<file path="src/rtl/operand_loader.sv">
// operand_loader: captures two switch operands on load presses and toggles add/sub on op presses for the LED mux stage.
// Build option: define DEBOUNCE_EN to debounce both buttons for DB_CYCLES stable cycles; undefined uses synced levels directly.
module operand_loader #(
  parameter int DB_CYCLES = 1_000_000
) (
  input  logic       clk,
  input  logic       rst,
  input  logic [3:0] sw,
  input  logic       btn_load,
  input  logic       btn_op,
  output logic [3:0] input_a,
  output logic [3:0] input_b,
  output logic       mux_sel,
  output logic       en,
  output logic [1:0] state_led
);
  typedef enum logic [1:0] {S_IDLE = 2'b00, S_HAVE_A = 2'b01, S_READY = 2'b10} state_t;
  state_t state;
  logic [3:0] sw_s1, sw_sync;
  logic [1:0] btn_s1, btn_sync, acc, acc_q, pulse;
  always_ff @(posedge clk)
    if (rst) begin
      sw_s1    <= '0;
      sw_sync  <= '0;
      btn_s1   <= '0;
      btn_sync <= '0;
      acc_q    <= '0;
    end else begin
      sw_s1    <= sw;
      sw_sync  <= sw_s1;
      btn_s1   <= {btn_op, btn_load};
      btn_sync <= btn_s1;
      acc_q    <= acc;
    end
`ifdef DEBOUNCE_EN
  localparam int CW = $clog2(DB_CYCLES + 1);
  for (genvar i = 0; i < 2; i++) begin : g_db
    logic [CW-1:0] cnt;
    logic lvl;
    always_ff @(posedge clk)
      if (rst) begin
        cnt <= '0;
        lvl <= 1'b0;
      end else if (btn_sync[i] == lvl) cnt <= '0;
      else if (cnt == CW'(DB_CYCLES - 1)) begin
        lvl <= ~lvl;
        cnt <= '0;
      end else cnt <= cnt + 1'b1;
    assign acc[i] = lvl;
  end
`else
  assign acc = btn_sync;
`endif
  // bit 0 = load, bit 1 = op
  assign pulse     = acc & ~acc_q;
  assign state_led = state;
  always_ff @(posedge clk)
    if (rst) begin
      state   <= S_IDLE;
      input_a <= '0;
      input_b <= '0;
      mux_sel <= 1'b0;
      en      <= 1'b0;
    end else begin
      if (pulse[1]) mux_sel <= ~mux_sel;
      case (state)
        S_IDLE: if (pulse[0]) begin
          input_a <= sw_sync;
          state   <= S_HAVE_A;
        end
        S_HAVE_A: if (pulse[0]) begin
          input_b <= sw_sync;
          en      <= 1'b1;
          state   <= S_READY;
        end
        S_READY: if (pulse[0]) begin
          input_a <= sw_sync;
          en      <= 1'b0;
          state   <= S_HAVE_A;
        end
        default: begin
          state <= S_IDLE;
          en    <= 1'b0;
        end
      endcase
    end
endmodule

</file>
<file path="config.mk">
export PLATFORM = sky130hd
export DESIGN_NAME = operand_loader
export DESIGN_NICKNAME = d
export VERILOG_FILES = /design/src/rtl/operand_loader.sv
export SDC_FILE = /design/constraint.sdc
export NUM_CORES = 1
export LEC_CHECK = 0
export BUFFER_PORTS_ARGS = -buffer_cell sky130_fd_sc_hd__buf_2
export CORE_UTILIZATION = 45
export CTS_CLUSTER_SIZE = 30
export DETAILED_ROUTE_END_ITERATION = 10
export HOLD_SLACK_MARGIN = 0.15
export PLACE_DENSITY = 0.73
export SYNTH_ARGS = -nofsm -noshare
export SYNTH_HDL_FRONTEND = slang
export SYNTH_SLANG_ARGS = --single-unit
</file>
<file path="constraint.sdc">
create_clock -name clk -period 1.42 [get_ports clk]
set_clock_uncertainty 0.2 [all_clocks]
set_input_delay 0.426 -clock clk [delete_from_list [all_inputs] [get_ports clk]]
set_output_delay 0.426 -clock clk [all_outputs]
set_load 0.02 [all_outputs]
</file>
==> results.toml <==
[outcome]
status = "finished with violations"
violations = "negative setup slack"

[timing]
fmax_mhz = 655
hold_viol_final = 0
fin_tns_setup_ns = -0.211
drv_slew = 0
relSlewSlack_pct = 68.1
setup_viol = 2
worst_pin_slew_ns = 0.479
setup_slack_ns = -0.107
finalCritPeriodShare_pct = 108
min_period_ns = 1.53
rsz0062_at_grt = "yes"

[synth]
synth_sequential_area_ratio_pct = 62.0
synth_area_um2 = 840
synth_fp_nets = 87
yosysWarnings = 0
synth.distinct_cells = 16
syn_area_per_cell_um2 = 10.6
synthCells = 79
ys_seq_elements = 26

[global_route]
grt_overflow_total = 0
grt_pass1_wl_mm = 2.06
antenna_found_initial = 0
grt_max_degree = 27
grt_pass1_vias = 520
grt_usage_pct = 14.5

[placement]
dp_hpwl_um = 818
placed_cells = 122
gp_congestion = 0.772
placed_area_um2 = 963
io_buffers = 19

[pwr]
pwr_density_cell_nw_per_um2 = 1120
intPower_mw = 1.10
p_clk_share_pct = 36.1
combinationalPowerShare_pct = 7.9
swShare_pct = 19.5
p_sw_uw = 266
power_frac_seq_pct = 56.0
peakVddDrop_v = 0.000814
cellLeakagePower_nw = 0.499
p_total_mw = 1.37

[setup_path]
critPathMaxStageDelay_ns = 0.35
cp-end-kind = "output pin"
crit_type = "flop to output pin"
critPathLaunchType = "flop"
cp.arrival_ns = 0.90
cp.buffers_inverters = 2
crit_slowest_cell = "dfxtp_2"
cp_top_family = "flip-flops"
crit_top_cell = "buf_6"
crit_fanout = 2
cp.required_ns = 0.79
cp_cell_sequence = "buf_6 -> buf_6"

[drt]
drt_first_pass_iters = 2
drt_wl_total_mm = 1.35
vias_per_cell = 4.53
drt-initial-drc-count = 2
drc = 0
drtAntennaViolNets = 0
avgRoutedWirePerCell_um = 9.82
dr_total_vias = 620

[cells_and_area]
n_antenna_cell = 0
n_fill_cell = 132
fin_area_um2 = 1230
synthToLayoutAreaGrowth_pct = 46.2
postLayoutCoreUtil_pct = 70.3
drive_gt1_share_pct = 42.0
layout_common_cells = "nor2b_1, dfxtp_1, buf_6"
final_common_cell = "nor2b_1"
layout.nets = 121
fin_cells = 137

[clock_network]
root_buffer = "clkbuf_4"
clkTransAtPathRegs_ns = 0.14
cts_sinks = 26
clkLatencyLatePin_ns = 0.31
numCtsBuffers = 3
cts_max_level = 1
clockBufferDepth = 2
cts_tree = "built"

[floorplan]
core_area_um2 = 1750
io_pins = 20
fp.dieW_um = 45.2
die_area_um2 = 2040
initial_core_util_pct = 48.1
die_h_um = 45.2
num_rows = 15

[job]
max_cap_viol_count = 0

[hold_path]
hp-class = "flop to flop"
stage by stage:
stage | hold slack [ns] | setup slack, ns
global route | 0.264 | -0.140
floorplan | 0.214 | 0.0924
global placement | 0.217 | 0.0803
detailed placement | 0.225 | 0.0466
CTS | 0.243 | -0.115
finish | 0.247 | -0.107
what timing repair did:
item                                    CTS  global route
hold buffers                              6             0
hold endpoints to repair                  6             0
resized for setup                        37             5
pin swaps                                 0             3
cloned                                    0             0
endpoints found under the setup margin   12            21
setup buffers                             5             0
kinds of logic (layout without fill, tap and decap cells):
family,count (synthesis),in the layout,share of synthesized area (%)
AO/OA/AOI/OAI,12,12,7.30
XOR/XNOR,1,1,1.04
buffers and inverters,4,37,2.68
flip-flops,26,26,62.0
multiplexers,4,4,4.77
AND/OR/NAND/NOR,32,32,22.2
layer usage:
layer	GRT usage [%]	vias to the layer above	part of all wire [%]
li1	-	318	-
met3	2.40	2	3.2
met4	9.09	0	1.1
met5	0	-	0
met1	16.3	282	47
met2	25.2	18	48
worst register-to-register path: stages, from the launching register on:
cell      delay, ns
dfxtp_1        0.37
and4bb_2       0.43
mux2i_1        0.21
nor2_1         0.05
worst paths after layout:
path	start	end	slack, ns	cells after the start
worst max-delay path	state_led[0]$_SDFFE_PP0P_	state_led[0]	-0.11	2
worst max register to register	acc_q[0]$_SDFF_PP0_	input_b[2]$_SDFFE_PP0P_	0.05	3
worst min-delay path	sw_sync[1]$_SDFF_PP0_	input_a[1]$_SDFFE_PP0P_	0.25	2
worst min register to register	sw_sync[1]$_SDFF_PP0_	input_a[1]$_SDFFE_PP0P_	0.25	2
layout make-up:
class / instances / area (µm²) / share of cell area, %
inverters: 1 / 3.75 / 0.306
repair buffers: 32 / 290 / 23.6
flip-flops and latches: 26 / 536 / 43.6
multi-input cells: 49 / 314 / 25.6
clock inverters: 1 / 30.0 / 2.45
well taps: 25 / 31.3 / 2.55
clock buffers: 3 / 22.5 / 1.83
sequential cells by signal, summed over array words and instances, names as in the netlist:
signal and count:
btn_s1 2, input_b 4, state_led 2, acc_q 2, sw_s1 4, input_a 4, en 1, acc 2
sw_sync 4, mux_sel 1
power by group through the flow:
stage               clock (mW)  sequential [mW]  combinational, mW
global route             0.537            0.770              0.116
floorplan                    0            0.791             0.0366
detailed placement           0            0.781             0.0727
CTS                      0.505            0.766              0.105
global placement             0            0.780             0.0715
finish                   0.494            0.766              0.109
cell usage after synthesis:
library cell	n	area (µm²)
a21oi_1	7	35.0
a31oi_1	1	6.26
and2b_1	1	7.51
and4bb_1	1	12.5
buf_6	1	11.3
clkbuf_1	2	7.51
dfxtp_1	26	521
inv_1	1	3.75
mux2i_1	4	40.0
nand2_1	4	15.0
nand2b_1	2	12.5
nor2_1	7	26.3
nor2b_1	16	100
nor3b_2	1	12.5
o21ai_0	4	20.0
xnor2_1	1	8.76
(Power assumes the default switching activity.)
